===== config.mk =====
export PLATFORM = sky130hd
export DESIGN_NAME = ysyx_22041412_axi_rw_master
export DESIGN_NICKNAME = d
export VERILOG_FILES = /design/src/rtl/ysyx_22041412_axi_pkg.sv /design/src/rtl/ysyx_22041412_axi_wr_align.sv /design/src/rtl/ysyx_22041412_axi_rw_master.sv
export SDC_FILE = /design/constraint.sdc
export NUM_CORES = 1
export LEC_CHECK = 0
export BUFFER_PORTS_ARGS = -buffer_cell sky130_fd_sc_hd__buf_2
export CAP_MARGIN = 20
export CORE_AREA = 2 2 188 190
export DETAILED_ROUTE_END_ITERATION = 6
export DIE_AREA = 0 0 190 192
export GPL_TIMING_DRIVEN = 0
export HOLD_SLACK_MARGIN = 0.12
export MAX_ROUTING_LAYER = met4
export PLACE_DENSITY_LB_ADDON = 0.15
export REMOVE_ABC_BUFFERS = 1
export SLEW_MARGIN = 20
export SYNTH_ARGS = -nofsm -noshare
export SYNTH_HDL_FRONTEND = slang
export SYNTH_SLANG_ARGS = --single-unit

===== constraint.sdc =====
create_clock -name clk -period 1.5 [get_ports clk]
set_input_delay 0.15 -clock clk [delete_from_list [all_inputs] [get_ports clk]]
set_output_delay 0.15 -clock clk [all_outputs]
set_load 0.005 [all_outputs]

===== src/rtl/ysyx_22041412_axi_pkg.sv =====
// ysyx_22041412_axi_pkg
// Shared definitions for the AXI4 read/write master:
//   - read and write FSM state encodings
//   - AXI burst / response constants
//   - mask_to_size: arbiter byte mask -> AxSIZE
// No ports (package).

package ysyx_22041412_axi_pkg;

   typedef enum logic [1:0] {
      R_IDLE = 2'd0,
      R_ADDR = 2'd1,
      R_DATA = 2'd2,
      R_DONE = 2'd3
   } r_state_e;

   typedef enum logic [1:0] {
      W_IDLE = 2'd0,
      W_REQ  = 2'd1,
      W_RESP = 2'd2,
      W_DONE = 2'd3
   } w_state_e;

   localparam logic [1:0] AXI_BURST_INCR = 2'b01;
   localparam logic [1:0] AXI_RESP_OKAY  = 2'b00;

   // Unknown masks fall back to a full doubleword transfer.
   function automatic logic [2:0] mask_to_size(input logic [7:0] mask);
      case (mask)
         8'h01:   return 3'd0;
         8'h03:   return 3'd1;
         8'h0F:   return 3'd2;
         default: return 3'd3;
      endcase
   endfunction

endpackage


===== src/rtl/ysyx_22041412_axi_wr_align.sv =====
// ysyx_22041412_axi_wr_align
// Combinational write-lane shifter: moves byte-0-aligned write data and its
// byte mask into the lanes selected by the low address bits.
// Ports:
//   addr_off_i  in   3  byte offset within the 64-bit beat (addr[2:0])
//   mask_i      in   8  byte mask aligned at byte 0
//   data_i      in  64  write data aligned at byte 0
//   strb_o      out  8  shifted mask, bytes pushed past lane 7 are dropped
//   data_o      out 64  shifted data

module ysyx_22041412_axi_wr_align
   import ysyx_22041412_axi_pkg::*;
(
   input  logic [2:0]  addr_off_i,
   input  logic [7:0]  mask_i,
   input  logic [63:0] data_i,
   output logic [7:0]  strb_o,
   output logic [63:0] data_o
);

   logic [5:0] bit_off;

   assign bit_off = {addr_off_i, 3'b000};
   assign strb_o  = mask_i << addr_off_i;
   assign data_o  = data_i << bit_off;

endmodule


===== src/rtl/ysyx_22041412_axi_rw_master.sv =====
// ysyx_22041412_axi_rw_master
// AXI4 master behind the IF/MEM arbiter. Independent read and write FSMs turn
// flat arbiter requests into AR/R and AW/W/B transactions.
// Ports:
//   clk, rst                 clock, synchronous active-low reset
//   r_valid_i/addr/size/len  read request (size is a byte mask, len = beats-1)
//   r_ready_o, r_last_i      one-cycle pulse per delivered beat / final beat
//   data_read_o              raw read beat data
//   w_valid_i/addr/data/size write request (w_len_i ignored, single beat)
//   w_ready_o, w_last_i      one-cycle pulse on write completion
//   resp_err_o               pulse alongside a completion with non-OKAY response
//   axi_aw_*/w_*/b_*/ar_*/r_* the five AXI4 channels

module ysyx_22041412_axi_rw_master
   import ysyx_22041412_axi_pkg::*;
#(
   parameter int AXI_DATA_WIDTH = 64,
   parameter int AXI_ADDR_WIDTH = 32,
   parameter int AXI_ID_WIDTH   = 4,
   parameter int AXI_STRB_WIDTH = AXI_DATA_WIDTH / 8
)(
   input  logic                      clk,
   input  logic                      rst,

   input  logic                      r_valid_i,
   input  logic [AXI_ADDR_WIDTH-1:0] r_addr_i,
   input  logic [7:0]                r_size_i,
   input  logic [7:0]                r_len_i,
   output logic                      r_ready_o,
   output logic [AXI_DATA_WIDTH-1:0] data_read_o,
   output logic                      r_last_i,

   input  logic                      w_valid_i,
   input  logic [AXI_ADDR_WIDTH-1:0] w_addr_i,
   input  logic [AXI_DATA_WIDTH-1:0] rw_w_data_i,
   input  logic [7:0]                w_size_i,
   input  logic [7:0]                w_len_i,
   output logic                      w_ready_o,
   output logic                      w_last_i,
   output logic                      resp_err_o,

   output logic                      axi_aw_valid_o,
   input  logic                      axi_aw_ready_i,
   output logic [AXI_ADDR_WIDTH-1:0] axi_aw_addr_o,
   output logic [7:0]                axi_aw_len_o,
   output logic [2:0]                axi_aw_size_o,
   output logic [1:0]                axi_aw_burst_o,
   output logic [AXI_ID_WIDTH-1:0]   axi_aw_id_o,

   output logic                      axi_w_valid_o,
   input  logic                      axi_w_ready_i,
   output logic [AXI_DATA_WIDTH-1:0] axi_w_data_o,
   output logic [AXI_STRB_WIDTH-1:0] axi_w_strb_o,
   output logic                      axi_w_last_o,

   input  logic                      axi_b_valid_i,
   output logic                      axi_b_ready_o,
   input  logic [1:0]                axi_b_resp_i,
   input  logic [AXI_ID_WIDTH-1:0]   axi_b_id_i,

   output logic                      axi_ar_valid_o,
   input  logic                      axi_ar_ready_i,
   output logic [AXI_ADDR_WIDTH-1:0] axi_ar_addr_o,
   output logic [7:0]                axi_ar_len_o,
   output logic [2:0]                axi_ar_size_o,
   output logic [1:0]                axi_ar_burst_o,
   output logic [AXI_ID_WIDTH-1:0]   axi_ar_id_o,

   input  logic                      axi_r_valid_i,
   output logic                      axi_r_ready_o,
   input  logic [AXI_DATA_WIDTH-1:0] axi_r_data_i,
   input  logic [1:0]                axi_r_resp_i,
   input  logic                      axi_r_last_i,
   input  logic [AXI_ID_WIDTH-1:0]   axi_r_id_i
);

   r_state_e                  r_state_q, r_state_d;
   logic [AXI_ADDR_WIDTH-1:0] ar_addr_q, ar_addr_d;
   logic [7:0]                ar_len_q, ar_len_d;
   logic [2:0]                ar_size_q, ar_size_d;
   logic [AXI_DATA_WIDTH-1:0] rd_data_q, rd_data_d;
   logic                      rd_pulse_q, rd_pulse_d;
   logic                      rd_last_q, rd_last_d;
   logic                      r_err_hit;

   w_state_e                  w_state_q, w_state_d;
   logic [AXI_ADDR_WIDTH-1:0] aw_addr_q, aw_addr_d;
   logic [7:0]                w_mask_q, w_mask_d;
   logic [AXI_DATA_WIDTH-1:0] w_data_q, w_data_d;
   logic                      aw_done_q, aw_done_d;
   logic                      w_done_q, w_done_d;
   logic                      wr_pulse_q, wr_pulse_d;
   logic                      w_err_hit;

   logic                      resp_err_q, resp_err_d;
   logic                      aw_hs, w_hs;
   logic                      unused_inputs;

   // Write length, and response IDs are never consulted: writes are always
   // single-beat and every request is issued with ID 0.
   assign unused_inputs = ^{w_len_i, axi_b_id_i, axi_r_id_i};

   assign axi_aw_valid_o = (w_state_q == W_REQ) && !aw_done_q;
   assign axi_w_valid_o  = (w_state_q == W_REQ) && !w_done_q;
   assign aw_hs          = axi_aw_valid_o && axi_aw_ready_i;
   assign w_hs           = axi_w_valid_o && axi_w_ready_i;

   // Read FSM next-state: latch request, issue AR, collect beats, then one
   // dead cycle so the arbiter can drop or switch its request.
   always_comb begin
      r_state_d  = r_state_q;
      ar_addr_d  = ar_addr_q;
      ar_len_d   = ar_len_q;
      ar_size_d  = ar_size_q;
      rd_data_d  = rd_data_q;
      rd_pulse_d = 1'b0;
      rd_last_d  = 1'b0;
      r_err_hit  = 1'b0;
      case (r_state_q)
         R_IDLE: begin
            if (r_valid_i) begin
               ar_addr_d = r_addr_i;
               ar_len_d  = r_len_i;
               ar_size_d = mask_to_size(r_size_i);
               r_state_d = R_ADDR;
            end
         end
         R_ADDR: begin
            if (axi_ar_ready_i) r_state_d = R_DATA;
         end
         R_DATA: begin
            if (axi_r_valid_i) begin
               rd_data_d  = axi_r_data_i;
               rd_pulse_d = 1'b1;
               rd_last_d  = axi_r_last_i;
               r_err_hit  = (axi_r_resp_i != AXI_RESP_OKAY);
               if (axi_r_last_i) r_state_d = R_DONE;
            end
         end
         default: r_state_d = R_IDLE;
      endcase
   end

   // Write FSM next-state: AW and W are offered together and each retires on
   // its own handshake; B is only accepted once both have gone.
   always_comb begin
      w_state_d  = w_state_q;
      aw_addr_d  = aw_addr_q;
      w_mask_d   = w_mask_q;
      w_data_d   = w_data_q;
      aw_done_d  = aw_done_q;
      w_done_d   = w_done_q;
      wr_pulse_d = 1'b0;
      w_err_hit  = 1'b0;
      case (w_state_q)
         W_IDLE: begin
            if (w_valid_i) begin
               aw_addr_d = w_addr_i;
               w_mask_d  = w_size_i;
               w_data_d  = rw_w_data_i;
               aw_done_d = 1'b0;
               w_done_d  = 1'b0;
               w_state_d = W_REQ;
            end
         end
         W_REQ: begin
            if (aw_hs) aw_done_d = 1'b1;
            if (w_hs)  w_done_d  = 1'b1;
            if ((aw_done_q || aw_hs) && (w_done_q || w_hs)) begin
               aw_done_d = 1'b0;
               w_done_d  = 1'b0;
               w_state_d = W_RESP;
            end
         end
         W_RESP: begin
            if (axi_b_valid_i) begin
               wr_pulse_d = 1'b1;
               w_err_hit  = (axi_b_resp_i != AXI_RESP_OKAY);
               w_state_d  = W_DONE;
            end
         end
         default: w_state_d = W_IDLE;
      endcase
   end

   assign resp_err_d = r_err_hit || w_err_hit;

   // State and output registers for both paths; reset abandons any
   // in-flight transaction.
   always_ff @(posedge clk) begin
      if (!rst) begin
         r_state_q  <= R_IDLE;
         ar_addr_q  <= '0;
         ar_len_q   <= '0;
         ar_size_q  <= '0;
         rd_data_q  <= '0;
         rd_pulse_q <= 1'b0;
         rd_last_q  <= 1'b0;
         w_state_q  <= W_IDLE;
         aw_addr_q  <= '0;
         w_mask_q   <= '0;
         w_data_q   <= '0;
         aw_done_q  <= 1'b0;
         w_done_q   <= 1'b0;
         wr_pulse_q <= 1'b0;
         resp_err_q <= 1'b0;
      end else begin
         r_state_q  <= r_state_d;
         ar_addr_q  <= ar_addr_d;
         ar_len_q   <= ar_len_d;
         ar_size_q  <= ar_size_d;
         rd_data_q  <= rd_data_d;
         rd_pulse_q <= rd_pulse_d;
         rd_last_q  <= rd_last_d;
         w_state_q  <= w_state_d;
         aw_addr_q  <= aw_addr_d;
         w_mask_q   <= w_mask_d;
         w_data_q   <= w_data_d;
         aw_done_q  <= aw_done_d;
         w_done_q   <= w_done_d;
         wr_pulse_q <= wr_pulse_d;
         resp_err_q <= resp_err_d;
      end
   end

   ysyx_22041412_axi_wr_align u_wr_align (
      .addr_off_i (aw_addr_q[2:0]),
      .mask_i     (w_mask_q),
      .data_i     (w_data_q),
      .strb_o     (axi_w_strb_o),
      .data_o     (axi_w_data_o)
   );

   assign axi_ar_valid_o = (r_state_q == R_ADDR);
   assign axi_ar_addr_o  = ar_addr_q;
   assign axi_ar_len_o   = ar_len_q;
   assign axi_ar_size_o  = ar_size_q;
   assign axi_ar_burst_o = AXI_BURST_INCR;
   assign axi_ar_id_o    = '0;
   assign axi_r_ready_o  = (r_state_q == R_DATA);

   assign axi_aw_addr_o  = aw_addr_q;
   assign axi_aw_len_o   = 8'd0;
   assign axi_aw_size_o  = mask_to_size(w_mask_q);
   assign axi_aw_burst_o = AXI_BURST_INCR;
   assign axi_aw_id_o    = '0;
   assign axi_w_last_o   = 1'b1;
   assign axi_b_ready_o  = (w_state_q == W_RESP);

   assign r_ready_o   = rd_pulse_q;
   assign r_last_i    = rd_last_q;
   assign data_read_o = rd_data_q;
   assign w_ready_o   = wr_pulse_q;
   assign w_last_i    = wr_pulse_q;
   assign resp_err_o  = resp_err_q;

endmodule


==> impl_metrics.yaml, run 1 <==
grt:
  grt_overflow: 0
  grt_antenna_before_repair: 1
  grt_pass1_wl_mm: 63.1
  grt_max_degree: 115
  grt_pass1_vias: 11600
  grt.total_usage_pct: 22.5
synth:
  ys_seq_area_share_pct: 43.9
  synthArstFlopShare_pct: 0
  syn_inst: 1251
  synth-edff-count: 0
  syn_area_per_cell_um2: 8.03
  synth.distinct_cells: 44
  ys_warn_count: 0
  ys_seq_elements: 220
  netlist_area_mm2: 0.0100
  synthFlopType: "dfxtp_1"
sta:
  skew_ps: 9.95
  worst_slack_ps: -657
  finalSetupViolCount: 77
  finalHoldViolCount: 0
  slew_violations: 0
  max_freq_mhz: 464
  whs_ps: 155
  rsz0062_at_grt: "yes"
  period_share_pct: 144
  slew_headroom_pct: 53.7
  period_minus_slack_ps: 2160
  worst_slew_pin_slew_ps: 695
cts:
  cts_tree: "yes"
  cts-htree-levels: 1
  clkSinkCount: 220
  clk_pin_slew_worst_paths_ps: 60
  insertion_delay_ps: 540
  cts-root-buf: "clkbuf_16"
  clock_path_buffers: 3
  cts_made_buffers: 27
worst_setup_path:
  path_class: "register to output pin"
  r2r-end: "r_state_q[0]"
  r2r_setup_slack_ps: 30
  crit_fanout: 6
  r2r-start: "r_state_q[0]"
  critical_path_arrival_ps: 2010
  reg2reg_depth: 5
  required_ps: 1350
  cp-end-kind: "output pin"
  start_kind: "register"
die:
  io-pin-count: 491
  core_area_mm2: 0.0343
  die_w_um: 190
  die_y_um: 192
  die-area_mm2: 0.0365
  start_util_pct: 29.3
  fp-row-count: 68
routing:
  drt_iter0_drc: 544
  first_pass_iters: 5
  ant_nets: 0
  dr_total_vias: 11700
  avgViaCountPerCell: 4.82
  wl_mm: 43.9
  drc_errors: 0
  wl_per_cell_um: 18.1
worst_hold_path:
  hold_path_class: "input port to register"
  hold_path_depth: 3
  holdPathEnd: "axi_ar_addr_o[1]"
  hp-start: "rst"
outcome:
  status: "finished, violations left"
  violations: "negative setup slack"
finish:
  fill_cells: 3206
  drive_gt1_share_pct: 37.8
  final_common_cell: "nand2_1"
  syn_to_final_growth_pct: 77.7
  multi_input_area_mm2: 0.00587
  final_area_mm2: 0.0178
  fin_nets: 2209
  final_cell_mix: "nand2_1 (446), buf_2 (440), dlygate4sd3_1 (227), a21oi_1 (211), dfxtp_1 (210)"
  register_area_mm2: 0.00443
place:
  place_ws_ps: -1370
  place_congestion: 0.824
  numPortBuffers: 451
  placed_cell_area_mm2: 0.0125
  hpwl_mm: 24.3
pwr:
  p_per_area_mw_per_mm2: 1430
  p_leak_uw: 0.00777
  finalPower_uw: 25500
  ir_drop_mv: 0.711
run:
  cap_violations: 0
[critical path: stages, from the launching register on]
cell	delay, ps
dfxtp_4	380
buf_12	140
buf_16	140
nor2b_4	150
buf_6	140
o2bb2ai_4	120
mux2_4	280
buf_6	120
[metrics by stage]
step | utilization [%] | std cells | setup TNS [ps]
final | 52.0 | 2431 | -41390
after global routing | 52.0 | 2431 | -47170
after CTS | 50.0 | 2400 | -43550
after detailed placement | 36.5 | 2064 | -106200
after global placement | 35.8 | 2056 | -727330
after floorplan | - | 1150 | -337550
[routing by layer]
layer / vias to the layer above / global-route usage [%] / wire, um
li1: 5579 / - / -
met1: 5585 / 26.0 / 17700
met2: 470 / 40.0 / 22200
met3: 72 / 4.18 / 3010
met4: 0 / 5.93 / 1040
met5: - / - / 0
[timing repair]
action	4_1_cts	5_1_grt
gates resized for setup	162	70
hold buffers	227	0
setup buffers	43	24
endpoints found under the setup margin	297	113
pin swaps	52	32
hold endpoints to repair	219	0
cloned	18	8
[state kept, by name, indices dropped and copies added (netlist names)]
register and flops:
axi_ar_size_o 2, axi_aw_addr_o 32, aw_done_q 1, resp_err_o 1, r_ready_o 1, w_mask_q 8, r_state_q 2, w_state_q 2
w_done_q 1, data_read_o 64, r_last_i 1, axi_ar_addr_o 32, axi_ar_len_o 8, w_last_i 1, w_data_q 64
[cells by family (layout without fill, tap and decap cells)]
kind of cell	count (synthesis)	in the layout	share of synthesized area, %
AO/OA/AOI/OAI	278	278	15.3
adder cells (fa/ha/maj)	7	7	0.872
buffers and inverters	130	825	7.04
flip-flops	220	220	43.9
multiplexers	90	90	12.1
other	2	24	0.0748
AND/OR/NAND/NOR	524	532	20.8
[how the worst max path moves through the flow]
| stage | cells after the start | to | start | slack [ps] |
|---|---|---|---|---|
| global route | 7 | axi_w_data_o[52] | axi_aw_addr_o[0] | -720 |
| floorplan | 2 | axi_w_data_o[52] | axi_aw_addr_o[0] | -2280 |
| CTS | 4 | axi_w_data_o[52] | axi_aw_addr_o[0] | -690 |
| global placement | 4 | axi_w_data_o[32] | axi_aw_addr_o[0] | -3860 |
| detailed placement | 5 | axi_w_data_o[55] | axi_aw_addr_o[0] | -1370 |
| finish | 7 | axi_w_data_o[52] | axi_aw_addr_o[0] | -660 |
[cells in the mapped netlist (7+ instances only)]
master / n / area (um^2)
o22ai_1: 19 / 119
o21ai_1: 8 / 40.0
clkbuf_1: 38 / 143
a21oi_1: 212 / 1060
buf_2: 26 / 130
nor2b_1: 9 / 56.3
dfxtp_1: 220 / 4400
buf_1: 17 / 63.8
mux2_2: 11 / 124
mux4_2: 24 / 541
and2_1: 22 / 138
nand2_1: 453 / 1700
nor2_1: 21 / 78.8
mux2i_1: 55 / 551
a2bb2oi_1: 17 / 149
buf_4: 33 / 248
ha_1: 7 / 87.6
[report_power, final]
| part | switching, uW | internal [uW] |
|---|---|---|
| Combinational | 5500 | 5490 |
| Sequential | 926 | 6870 |
| Clock | 2650 | 4030 |
[final cells by class]
class	instances	share of cell area, %
Tap cell	455	3.19
Antenna cell	1	0.0140
Multi-Input combinational cell	930	32.9
Inverter	8	0.337
Clock buffer	41	4.53
Timing Repair Buffer	769	33.7
Sequential cell	220	24.9
Clock inverter	7	0.512
Note: power is estimated with default switching activity, not from simulation.
==> run 2: changes to the inputs <==
Settings changed: ABC_AREA set to 0, MAX_ROUTING_LAYER met4 to unset.
==> run 2 against run 1 <==
The run still ends with negative setup slack left. Via count grew 0.26%. Routed wire length rose by 0.31%. Register-to-register slack hardly changed. Sequential power about the same. Clock skew up 1.8 ps. Setup slack worse by 3.0 ps. Clock power about the same. Final cell count barely moved. Die area unchanged. Utilization about the same. Sequential cell count is the same. Maximum frequency is 0.14% lower. Largest cell class unchanged.
==> impl_metrics.yaml, run 2 (synthesis gave the netlist of run 1 again) <==
sta:
  slew_violations: 0
  worst_slack_ps: -660
  period_minus_slack_ps: 2160
  max_freq_mhz: 463
  period_share_pct: 144
  slew_headroom_pct: 55.8
  whs_ps: 165
  rsz0062_at_grt: "yes"
  worst_slew_pin_slew_ps: 663
  skew_ps: 11.7
  finalHoldViolCount: 0
  final.setup.tns_ps: -41640
  finalSetupViolCount: 78
finish:
  final_cell_count_no_fill: 2433
  fin_nets: 2210
  fin_util_pct: 52.0
  drive_gt1_share_pct: 37.8
  multi_input_area_mm2: 0.00585
  register_area_mm2: 0.00443
  fill_cells: 3206
  syn_to_final_growth_pct: 77.6
  final_common_cell: "nand2_1"
  final_cell_mix: "nand2_1 (446), buf_2 (440), dlygate4sd3_1 (227), a21oi_1 (211), dfxtp_1 (210)"
place:
  dp_cells: 2064
  place_congestion: 0.812
  hpwl_mm: 24.3
  numPortBuffers: 451
grt:
  grt_pass1_wl_mm: 63.2
  grt_pass1_vias: 11600
  grt_max_degree: 115
  grt_antenna_before_repair: 1
  grt_overflow: 0
  grt.total_usage_pct: 21.8
pwr:
  ir_drop_mv: 0.713
  p_per_area_mw_per_mm2: 1430
  p_leak_uw: 0.00777
  finalPower_uw: 25400
worst_setup_path:
  path_class: "register to output pin"
  cp-end-kind: "output pin"
  required_ps: 1350
  r2r_setup_slack_ps: 30
  crit_fanout: 6
  crit_top_cell: "buf_6"
  critical_path_arrival_ps: 2010
  start_kind: "register"
  cp_cell_sequence: "buf_12 -> buf_16 -> nor2b_4 -> buf_6 -> o2bb2ai_4 -> mux2_4 -> buf_6"
  max_stage_delay_ps: 380
  cp_slowest_cell: "dfxtp_4"
cts:
  cts_made_buffers: 27
  clkSinkCount: 220
  cts-htree-levels: 1
  clock_path_buffers: 3
  cts_tree: "yes"
  clk_pin_slew_worst_paths_ps: 60
  insertion_delay_ps: 540
  cts-root-buf: "clkbuf_16"
routing:
  drt_iter0_drc: 545
  wl_mm: 44.1
  avgViaCountPerCell: 4.82
  first_pass_iters: 5
  drc_errors: 0
  dr_total_vias: 11700
  ant_nets: 0
  wl_per_cell_um: 18.1
die:
  io-pin-count: 491
  die_w_um: 190
  start_util_pct: 29.3
  fp-row-count: 68
  die-area_mm2: 0.0365
  core_area_mm2: 0.0343
  die_y_um: 192
worst_hold_path:
  hold_path_class: "input port to register"
outcome:
  violations: "negative setup slack"
  status: "finished, violations left"
run:
  cap_violations: 0
## run 2: worst max-delay path: cells and delay by family, from the launching register on
| kind | cells | cell delay (ps) |
|---|---|---|
| buf+inv | 4 | 530 |
| flops | 1 | 380 |
| mux | 1 | 280 |
| simple gates | 1 | 150 |
| compound gates | 1 | 120 |
## run 2: worst paths after layout
| check | from | to | cells after the start |
|---|---|---|---|
| max | axi_aw_addr_o[0] | axi_w_data_o[52] | 7 |
| min | rst | axi_ar_addr_o[1] | 3 |
| max reg2reg | r_state_q[0] | r_state_q[1] | 5 |
| min reg2reg | axi_ar_addr_o[23] | axi_ar_addr_o[23] | 2 |
## run 2: timing repair
action,4_1_cts,5_1_grt
pin swaps,52,31
hold buffers,227,0
setup buffers,43,24
gates resized for setup,162,67
hold endpoints to repair,219,0
setup endpoints to repair,297,111
cloned,18,9
## run 2: through the flow
stage | area, um^2 | setup WS (ps)
floorplan | 9440 | -2280
global placement | 12300 | -3860
detailed placement | 12500 | -1370
CTS | 17100 | -685
global route | 17800 | -724
finish | 17800 | -660
## run 2: layer usage
| metal | part of all wire, % | GRT usage [%] | up-vias |
|---|---|---|---|
| met3 | 8.0 | 5.01 | 79 |
| met4 | 2.6 | 5.93 | 0 |
| li1 | - | - | 5579 |
| met5 | 0 | 0 | - |
| met1 | 39 | 25.5 | 5569 |
| met2 | 50 | 40.0 | 510 |
## run 2: area by class of cell
type                            count  share of cell area (%)
Sequential cell                   220                    24.9
Tap cell                          455                    3.19
Multi-Input combinational cell    930                    32.8
Clock inverter                      7                   0.512
Inverter                            8                   0.337
Clock buffer                       41                    4.53
Timing Repair Buffer              770                    33.7
Antenna cell                        2                  0.0281
## run 2: power breakdown
| group | internal [uW] | switching, uW | total, uW |
|---|---|---|---|
| Combinational | 5490 | 5490 | 11000 |
| Clock | 4030 | 2640 | 6670 |
| Sequential | 6870 | 922 | 7790 |
==> run 3: changes to the inputs <==
Settings changed: CORE_AREA 2 2 188 190 to 2 2 190 192, DIE_AREA 0 0 190 192 to 0 0 192 194, SYNTH_HIERARCHICAL set to 1.
==> run 3 against run 2 <==
The flow still finishes with violations (negative setup slack). Power is 4.2% higher. Non-clock buffer count rose by 18. Area after synthesis up 1.8%. Setup slack got worse by 57 ps. Highest routed layer is now met5.
==> impl_metrics.yaml, run 3 <==
cts:
  cts-htree-levels: 1
  clk_pin_slew_worst_paths_ps: 60
  clkSinkCount: 220
  cts_made_buffers: 28
  cts_tree: "yes"
  clock_path_buffers: 3
  insertion_delay_ps: 550
  cts-root-buf: "clkbuf_16"
finish:
  syn_to_final_growth_pct: 78.8
  fin_nets: 2277
  final_cell_mix: "buf_2 (438), nand2_1 (417), dlygate4sd3_1 (229), dfxtp_1 (209), a21oi_1 (192)"
  final_area_mm2: 0.0183
  final_common_cell: "buf_2"
  multi_input_area_mm2: 0.00594
  drive_gt1_share_pct: 37.3
  register_area_mm2: 0.00444
  fill_cells: 3317
sta:
  slew_headroom_pct: 46.0
  worst_slack_ps: -716
  slew_violations: 0
  finalHoldViolCount: 0
  rsz0062_at_grt: "yes"
  final.setup.tns_ps: -40760
  period_minus_slack_ps: 2220
  worst_slew_pin_slew_ps: 811
  period_share_pct: 148
  skew_ps: 17.3
  finalSetupViolCount: 79
  max_freq_mhz: 451
synth:
  synth-xor-area-share_pct: 0
  netlist_area_mm2: 0.0102
  synthAdderAreaFrac_pct: 0.979
  yosysMostFrequentCell: "nand2_1"
  syn_inst: 1296
  synth_top_area_share_pct: 43.1
  synthMuxAreaShare_pct: 8.57
  ys_seq_elements: 220
  synth_compound_area_share_pct: 18.1
  synth.distinct_cells: 51
  ys_seq_area_share_pct: 43.1
  synth_top_family_by_area: "simple AND/OR/NAND/NOR gates"
  syn_area_per_cell_um2: 7.89
  synth_common_cells: "nand2_1 (425), dfxtp_1 (220), a21oi_1 (210)"
  synth-edff-count: 0
  synthArstFlopShare_pct: 0
  ys_warn_count: 6
  synth-simple-area-share_pct: 21.2
  synth_largest_area_cell: "dfxtp_1"
  synthTopCellsByArea: "dfxtp_1 (43%), nand2_1 (16%), a21oi_1 (10%)"
  synthFlopType: "dfxtp_1"
pwr:
  p_per_area_mw_per_mm2: 1450
  ir_drop_mv: 0.877
  p_leak_uw: 0.00793
grt:
  grt_antenna_before_repair: 2
  grt_overflow: 0
  grt.total_usage_pct: 22.9
  grt_max_degree: 111
  grt_pass1_wl_mm: 67.4
  grt_pass1_vias: 12000
worst_hold_path:
  hold_path_depth: 3
  holdPathEnd: "axi_ar_len_o[7]"
  hold_path_class: "input port to register"
  hp-start: "rst"
worst_setup_path:
  r2r_setup_slack_ps: 30
  r2r-start: "r_state_q[1]"
  start_kind: "register"
  crit_fanout: 8
  cp_slowest_cell: "dfxtp_4"
  r2r-end: "r_state_q[1]"
  cp-end-kind: "output pin"
  cp_num_buf_inv: 4
  crit_top_cell: "buf_12"
  critPathTopFamily: "buffers and inverters"
  required_ps: 1350
  cp_cell_sequence: "buf_12 -> buf_16 -> nor2b_4 -> buf_12 -> a22oi_2 -> a221oi_2 -> buf_2"
  reg2reg_depth: 5
  critical_path_arrival_ps: 2070
  path_class: "register to output pin"
  max_stage_delay_ps: 350
run:
  cap_violations: 0
die:
  die_y_um: 194
  io-pin-count: 491
  die_w_um: 192
  start_util_pct: 29.0
  fp-row-count: 69
  core_area_mm2: 0.0352
  die-area_mm2: 0.0372
place:
  placed_cell_area_mm2: 0.0126
  numPortBuffers: 451
  hpwl_mm: 24.9
  place_congestion: 0.805
outcome:
  violations: "negative setup slack"
  status: "finished, violations left"
routing:
  dr_total_vias: 12300
  ant_nets: 0
  drt_iter0_drc: 751
  wl_mm: 47.7
  drc_errors: 0
  first_pass_iters: 5
  avgViaCountPerCell: 4.89
  wl_per_cell_um: 19.0
-- run 3: changes by cell type after synthesis, moves of 10 or more --
cell / previous run / this run
nand2_1: 453 / 425
buf_2: 26 / 51
mux4_2: 24 / 0
nor2_1: 21 / 41
o21ai_0: 4 / 24
a2bb2oi_1: 17 / 0
and2_1: 22 / 7
buf_1: 17 / 3
clkbuf_1: 38 / 25
mux2i_1: 55 / 65
-- run 3: worst max path at each step --
stage,start,endpoint,depth (start not counted)
2_1_floorplan,axi_aw_addr_o[0],axi_w_data_o[48],3
3_3_place_gp,axi_aw_addr_o[0],axi_w_data_o[50],4
3_5_place_dp,axi_aw_addr_o[0],axi_w_data_o[52],6
4_1_cts,axi_aw_addr_o[0],axi_w_data_o[52],7
5_1_grt,axi_aw_addr_o[0],axi_w_data_o[48],7
6_report,axi_aw_addr_o[0],axi_w_data_o[52],7
-- run 3: layout make-up --
cell class | instances | area share [%]
clock buffers | 44 | 4.78
diodes | 1 | 0.0137
well taps | 461 | 3.16
multi-input cells | 977 | 32.5
clock inverters | 8 | 0.650
inverters | 8 | 0.288
repair buffers | 788 | 34.3
flip-flops and latches | 220 | 24.3
-- run 3: logic make-up after synthesis --
| group | after synthesis |
|---|---|
| compound gates | 314 |
| fa+ha+maj | 8 |
| buf+inv | 137 |
| flops | 220 |
| mux | 84 |
| other cells | 2 |
| simple gates | 531 |
-- run 3: routing by layer --
metal | GRT usage, % | part of all wire, % | up-vias
li1 | - | - | 5812
met1 | 26.7 | 39 | 5773
met5 | 0 | 0.027 | -
met4 | 8.57 | 3.2 | 2
met2 | 40.0 | 49 | 571
met3 | 5.70 | 8.6 | 108
-- run 3: worst reg2reg max path, cell delays in order, from the launching register on --
cell	delay, ps
dfxtp_4	390
inv_4	50
ha_2	180
nor2b_4	140
or4b_1	510
a21oi_1	130
-- run 3: repair_timing --
| item | 4_1_cts | 5_1_grt |
|---|---|---|
| gates cloned | 27 | 13 |
| resized for setup | 155 | 103 |
| buffers inserted | 59 | 22 |
| hold endpoints to repair | 219 | 0 |
| hold buffers | 229 | 0 |
| pin swaps | 40 | 30 |
| endpoints found under the setup margin | 299 | 201 |
-- run 3: through the flow --
stage / setup WS (ps) / hold WS [ps] / util, % / cells / power [uW]
finish: -716 / 159 / 51.9 / 2507 / 26500
global route: -793 / 187 / 51.9 / 2507 / 27800
CTS: -687 / 128 / 49.5 / 2475 / 25000
detailed placement: -1230 / 380 / 35.8 / 2108 / 14700
global placement: -5220 / 378 / 35.1 / 2100 / 13100
floorplan: -3080 / 271 / - / 1188 / 11500
-- run 3: power breakdown --
group          switching [uW]  leakage (uW)  total [uW]  internal [uW]
clock network            2660      0.000490        7150           4490
logic                    5960       0.00564       11700           5690
registers                 851       0.00180        7690           6840
